## config.mk

```make
export PLATFORM = sky130hd
export DESIGN_NAME = wide_alu_seq
export DESIGN_NICKNAME = d
export VERILOG_FILES = /design/src/rtl/wide_alu_pkg.sv /design/src/rtl/wide_alu_seq.sv
export SDC_FILE = /design/constraint.sdc
export NUM_CORES = 1
export LEC_CHECK = 0
export BUFFER_PORTS_ARGS = -buffer_cell sky130_fd_sc_hd__buf_2
export CAP_MARGIN = 20
export CELL_PAD_IN_SITES_DETAIL_PLACEMENT = 1
export CELL_PAD_IN_SITES_GLOBAL_PLACEMENT = 2
export CORE_MARGIN = 10
export CORE_UTILIZATION = 33
export DETAILED_ROUTE_END_ITERATION = 8
export GPL_ROUTABILITY_DRIVEN = 0
export GPL_TIMING_DRIVEN = 0
export PLACE_DENSITY = 0.87
export SLEW_MARGIN = 20
export SYNTH_ARGS = -nofsm -noshare
export SYNTH_HDL_FRONTEND = slang
export SYNTH_SLANG_ARGS = --single-unit
```

## constraint.sdc

```tcl
create_clock -name clk -period 2.3 [get_ports clk]
set_clock_uncertainty 0.05 [all_clocks]
set_input_delay 0.46 -clock clk [delete_from_list [all_inputs] [get_ports clk]]
set_output_delay 0.46 -clock clk [all_outputs]
set_load 0.05 [all_outputs]
```

## src/rtl/wide_alu_pkg.sv

```systemverilog
// wide_alu_pkg: shared op, state and 8-bit ALU command encodings for wide_alu_seq
package wide_alu_pkg;
  typedef enum logic [2:0] {OP_ADD = 3'd0, OP_SHL = 3'd1, OP_XOR = 3'd2, OP_AND = 3'd3, OP_OR = 3'd4} wide_op_t;
  typedef enum logic [2:0] {S_IDLE, S_LO, S_HI, S_FIX, S_DONE} seq_state_t;
  localparam logic [2:0] ALU_ADD = 3'b000;
  localparam logic [2:0] ALU_SHL = 3'b001;
  localparam logic [2:0] ALU_XOR = 3'b011;
  localparam logic [2:0] ALU_AND = 3'b100;
  localparam logic [2:0] ALU_OR  = 3'b111;
  // undefined ops fall through to AND, which the sequencer pairs with a zero B operand
  function automatic logic [2:0] alu_cmd_of(input logic [2:0] op);
    return op == OP_ADD ? ALU_ADD :
           op == OP_SHL ? ALU_SHL :
           op == OP_XOR ? ALU_XOR :
           op == OP_OR  ? ALU_OR  : ALU_AND;
  endfunction
endpackage

```

## src/rtl/wide_alu_seq.sv

```systemverilog
// wide_alu_seq: runs 16-bit ADD/SHL/XOR/AND/OR as byte passes through an external 8-bit ALU
//   request side : in_valid/in_ready, in_op, in_a, in_b, sc_in
//   ALU side     : alu_cmd/alu_a/alu_b/alu_sc_i out, alu_rslt/alu_sc_o in
//   result side  : out_valid/out_ready, out_rslt, out_c/out_z/out_n
module wide_alu_seq
  import wide_alu_pkg::*;
(
  input  logic        clk,
  input  logic        rst,
  input  logic        in_valid,
  output logic        in_ready,
  input  logic [2:0]  in_op,
  input  logic [15:0] in_a,
  input  logic [15:0] in_b,
  input  logic        sc_in,
  output logic [2:0]  alu_cmd,
  output logic [7:0]  alu_a,
  output logic [7:0]  alu_b,
  output logic        alu_sc_i,
  input  logic [7:0]  alu_rslt,
  input  logic        alu_sc_o,
  output logic        out_valid,
  input  logic        out_ready,
  output logic [15:0] out_rslt,
  output logic        out_c,
  output logic        out_z,
  output logic        out_n
);
  seq_state_t state, state_n;
  logic [2:0] op;
  logic [15:0] a, b;
  logic sc, c_lo, c;
  logic [7:0] r_lo, r_hi;
  logic bad_op;
  assign bad_op = op > 3'd4;
  always_comb begin
    state_n = state;
    alu_cmd = ALU_ADD;
    alu_a = 8'h00;
    alu_b = 8'h00;
    alu_sc_i = 1'b0;
    case (state)
      S_IDLE: state_n = in_valid ? S_LO : S_IDLE;
      S_LO: begin
        alu_cmd = alu_cmd_of(op);
        alu_a = a[7:0];
        alu_b = bad_op ? 8'h00 : b[7:0];
        alu_sc_i = sc;
        state_n = S_HI;
      end
      S_HI: begin
        alu_cmd = alu_cmd_of(op);
        alu_a = a[15:8];
        alu_b = bad_op ? 8'h00 : b[15:8];
        alu_sc_i = c_lo;
        state_n = op == OP_ADD ? S_FIX : S_DONE;
      end
      // the ALU add has no carry-in, so the low-byte carry is added in a third pass
      S_FIX: begin
        alu_a = r_hi;
        alu_b = {7'b0, c_lo};
        state_n = S_DONE;
      end
      S_DONE: state_n = out_ready ? S_IDLE : S_DONE;
      default: state_n = S_IDLE;
    endcase
  end
  always_ff @(posedge clk or posedge rst) begin
    if (rst) begin
      state <= S_IDLE;
      op <= '0;
      a <= '0;
      b <= '0;
      sc <= 1'b0;
      c_lo <= 1'b0;
      c <= 1'b0;
      r_lo <= '0;
      r_hi <= '0;
    end else begin
      state <= state_n;
      if (state == S_IDLE && in_valid) begin
        op <= in_op;
        a <= in_a;
        b <= in_b;
        sc <= in_sc_sel(sc_in);
      end
      if (state == S_LO) begin
        r_lo <= alu_rslt;
        c_lo <= alu_sc_o;
      end
      if (state == S_HI) begin
        r_hi <= alu_rslt;
        c <= (op == OP_ADD || op == OP_SHL) & alu_sc_o;
      end
      if (state == S_FIX) begin
        r_hi <= alu_rslt;
        c <= c | alu_sc_o;
      end
    end
  end
  function automatic logic in_sc_sel(input logic s);
    return s;
  endfunction
  assign in_ready = state == S_IDLE;
  assign out_valid = state == S_DONE;
  assign out_rslt = {r_hi, r_lo};
  assign out_c = c;
  // zero flag is qualified so the reset/idle view of an all-zero result reads as 0
  assign out_z = out_valid & ~|out_rslt;
  assign out_n = r_hi[7];
endmodule
```

Yosys cells after proc, flatten, opt, wreduce, memory -nomap -nowiden
Cells that the tools add are included.
Storage, ports and cells
  register bits: 57
Operators by class
  muxes and demuxes: 18
  $lt $le $gt $ge: 1
  equal/unequal tests: 7
  bitwise gates (word level): 3
  reduce and logical (&&, ||, !) cells: 8
Operators by type and width (number)
  $pmux 8 s3: 2
  $mux 8: 4
  $mux 3: 6
  $reduce_or 16->1: 1
  $pmux 3 s5: 1
  $eq 3x2->1 const B: 3
  $eq 3x1->1 const B: 2
  $eq 3x3->1 const B: 2
  $logic_not 3->1: 2
  $gt 3x3->1 const B: 1
  $mux 1: 3
  $and 1x1->1: 2
  $mux 2: 1
  $pmux 1 s2: 1
  $reduce_bool 2->1: 1
  $reduce_or 2->1: 1
  $logic_and 1x1->1: 1
  $logic_not 1->1: 1
  $logic_or 1x1->1: 1
  $or 1x1->1: 1

Logic depth before layout (Yosys ltp)
  word-level depth: 6
  mapped depth: 6
  depth with buffers taken out: 3

Least setup slack after synthesis
No wires, ideal clock.
  path kind: register -> output
  start: register state[1]
  end: output port alu_cmd[0]
  stages on the path, launching flop included: 5
  path buffers: 1
  path slack: -0.298 ns
  data required time: 1.790 ns
  arrival time: 2.088 ns
  path through: dfrtp_1 buf_4 nor2b_1 o21bai_1 a211oi_1
On the way
  cells in the longest elaborated chain, start to end: 3
  elaborated cells between the ends (all ways): 4
RTL lines
  from (decl): line wide_alu_seq.sv:29  | seq_state_t state, state_n;
  from (signal assigned): line wide_alu_seq.sv:80  | state <= state_n;
  $eq 3x1->1 or $eq 3x2->1 (tied branches): line wide_alu_seq.sv:42  | case (state)
  $reduce_or 2->1 (no line) *
  $mux 3 *
  to (decl): line wide_alu_seq.sv:16  | output logic [2:0] alu_cmd,
Mark *: on every way between the ends. The rest lies on a longest branch, timed or not.

Worst setup path after layout
  start: register state[2]
  end: output port alu_b[0]
On the way
  cells in the longest elaborated chain, start to end: 2
  elaborated cells between the ends (all ways): 4
RTL lines
  $eq 3x2->1 or $eq 3x1->1 (tied branches): line wide_alu_seq.sv:42
  $pmux 8 s3 *: line wide_alu_seq.sv:42
  to (decl): line wide_alu_seq.sv:18  | output logic [7:0] alu_b,
Marks and branches as above.

==> run_results.csv <==
group,metric,value,unit
run_status,status,"completed",
die,start_util,0.3378,
global_routing,grt_pass1_wl,12.96,mm
global_routing,grt.total_usage,0.1294,
die,die_width,111.5,µm
clocking,cts_made_buffers,9,
drt,drc,0,
final_layout,final_cell_mix,"buf_2, dfrtp_1, mux2_2",
die,io_pins,90,
drt,vias_per_cell,4.891,
clocking,htreeDepth,3,
final_layout,seqCellArea,1431,µm²
global_routing,overflow,0,
run,cap_violations,0,
global_routing,busiest_layer,"met2",
drt,drt_iter0_drc,56,
global_routing,grt_max_degree,58,
critical_path,worstPathMaxFanout,8,
final_layout,multi_input_area,1252,µm²
drt,num_vias,2069,
timing,fin_crit_sh,0.9712,
logic_synthesis,ys_warn_count,0,
logic_synthesis,syn_area,2761,µm²
power,p_per_area,1803,nW/µm²
logic_synthesis,synth_nets,253,
global_routing,grt_pass1_vias,2392,
global_routing,antenna_found_initial,0,
critical_path,criticalPathCategory,"reg -> out",
timing,max_freq,447.7,MHz
logic_synthesis,synthCells,204,
drt,drt_pass1_iterations,4,
final_layout,finalInstanceArea,3735,µm²
drt,wire_per_inst,19.74,µm
placement,numPortBuffers,89,
die,num_rows,33,
final_layout,num-fill-cells,909,
power,totalPowerFinal,0.006735,W
global_routing,use_met3,0.05690,
logic_synthesis,avgSynthCellArea,13.54,µm²
final_layout,layout-drive-gt1-share,0.6415,
timing,setup_violations,0,
clocking,cts_tree,"built",
die,core-area,8175,µm²
die,die_area,12430,µm²
clocking,holdBufCountCts,0,
clocking,cts.sinks,57,
drt,wl,8.352,mm
critical_path,required,1.79,ns
critical_path,max_stage_delay,0.50,ns
hold_path,worstHoldPathType,"in -> async",
timing,rsz0062_at_grt,"true",
drt,ant_nets,0,
placement,place_area,3358,µm²
logic_synthesis,synth-seq-area-share,0.5165,
die,die_h,111.5,µm
final_layout,antennaDiodeCount,0,
clocking,clockBufferDepth,2,
timing,fin_crit,2.234,ns
timing,worst-slew-pin-transition,0.7265,ns
timing,relSlewSlack,0.5157,
timing,hold_viol_final,0,
global_routing,use_met2,0.2067,
logic_synthesis,ys_ff_latch,57,
logic_synthesis,ys_types,30,
critical_path,crit_chain,"buf_2 -> or3b_4 -> o21ai_2 -> buf_6",
critical_path,path_buf_inv,2,
critical_path,start_kind,"register",
placement,dpl.hpwl,6.179,mm
timing,finalMaxSlewViolations,0,
power,vdd_drop_max,0.7814,mV
critical_path,crit_arrival,1.72,ns
final_layout,syn_to_final_growth,35.25,%
final_layout,final_common_cell,"buf_2",
power,p_leak,1.750,nW
critical_path,cp_top_family,"simple AND/OR/NAND/NOR gates",
clocking,root_buffer,"clkbuf_8",
clocking,clk_latency,0.33,ns
global_routing,grt_use_met1,0.1519,
critical_path,end_kind,"output pin",
clocking,cts.clk_slew.worst_paths,0.06,ns
final_layout,layout.nets,362,
critical_path,crit_path_top_delay_cell,"or3b_4",
==> synthesized netlist by cell type <==
cell type / number / share of area
dfrtp_1: 57 / 0.52
mux2_2: 32 / 0.13
mux2_4: 28 / 0.15
nor2_1: 20 / 0.027
a22oi_1: 17 / 0.046
nand2_1: 4 / 0.0054
nor4_1: 4 / 0.0091
a21oi_1: 3 / 0.0054
buf_12: 3 / 0.022
buf_2: 3 / 0.0054
buf_4: 3 / 0.0082
inv_1: 3 / 0.0041
nand3_1: 3 / 0.0054
nor2b_1: 3 / 0.0068
o21ai_0: 3 / 0.0054
clkbuf_1: 2 / 0.0027
nand2b_1: 2 / 0.0045
nor3_1: 2 / 0.0036
a211oi_1: 1 / 0.0027
and2_1: 1 / 0.0023
buf_1: 1 / 0.0014
buf_6: 1 / 0.0041
nor3_2: 1 / 0.0036
nor3b_2: 1 / 0.0045
nor3b_4: 1 / 0.0068
o21ai_1: 1 / 0.0018
o21bai_1: 1 / 0.0027
o41ai_1: 1 / 0.0032
or3b_1: 1 / 0.0032
xnor2_1: 1 / 0.0032
==> path summary, 6_finish.rpt <==
| path | from | end | depth (start not counted) | slack (ns) |
|---|---|---|---|---|
| max | state[2]$_DFF_PP0_ | alu_b[0] | 4 | 0.07 |
| min | rst | r_hi[0]$_DFFE_PP0P_ | 2 | 0.21 |
| max reg2reg | state[1]$_DFF_PP0_ | a[10]$_DFFE_PP0P_ | 6 | 0.39 |
| min reg2reg | a[14]$_DFFE_PP0P_ | a[14]$_DFFE_PP0P_ | 1 | 0.46 |
| max in group asynchronous | rst | op[2]$_DFFE_PP0P_ | 2 | 1.48 |
| min in group clk | out_ready | state[2]$_DFF_PP0_ | 2 | 0.28 |
==> sequential cells by signal, summed over array words and instances (netlist names) <==
name,count
c_lo,1
b,16
op,3
r_hi,8
r_lo,8
sc,1
a,16
state,3
out_c,1
==> what timing repair did <==
item,CTS,global route
buffers inserted,3,7
pin swaps,0,2
resized for setup,31,23
endpoints found under the hold margin,0,0
setup endpoints to repair,22,21
==> per-stage QoR <==
step,instances,util,hold WS (ns),worst slack (ns),TNS [ns]
2_1_floorplan,204,-,0.4266,-0.005757,-0.03748
3_3_place_gp,398,0.4105,0.4388,-0.3288,-18.70
3_5_place_dp,398,0.4108,0.4467,-0.06354,-0.3046
4_1_cts,416,0.4437,0.2213,-0.005267,-0.005267
5_1_grt,423,0.4568,0.2540,-0.01958,-0.02581
6_report,423,0.4568,0.2098,0.06631,0
==> per-layer routing <==
| metal | vias up | part of all wire |
|---|---|---|
| met5 | - | 0 |
| met4 | 0 | 0.011 |
| met3 | 6 | 0.080 |
| met2 | 77 | 0.49 |
| met1 | 1027 | 0.42 |
| li1 | 959 | - |
==> power by group <==
part	switching [W]	total, W	leakage [nW]	internal, W
Sequential	0.000411	0.00194	0.669	0.00153
Combinational	0.00232	0.00402	0.997	0.00170
Clock	0.000389	0.000773	0.0839	0.000384
==> kinds of logic (layout without fill, tap and decap cells) <==
group,Yosys count,after routing,synth area share
buf+inv,16,130,0.04757
xor+xnor,1,1,0.003172
compound gates,27,27,0.06751
mux,60,60,0.2827
simple gates,43,43,0.08246
flops,57,57,0.5165
==> area by class of cell <==
type / count / share of cell area
plain buffers: 12 / 0.03953
multi-input cells: 131 / 0.3353
clock inverters: 4 / 0.005360
flip-flops and latches: 57 / 0.3832
clock buffers: 12 / 0.03618
well taps: 105 / 0.03518
inverters: 3 / 0.003685
repair buffers: 99 / 0.1615
No activity file was read; power rests on OpenSTA's default activity.
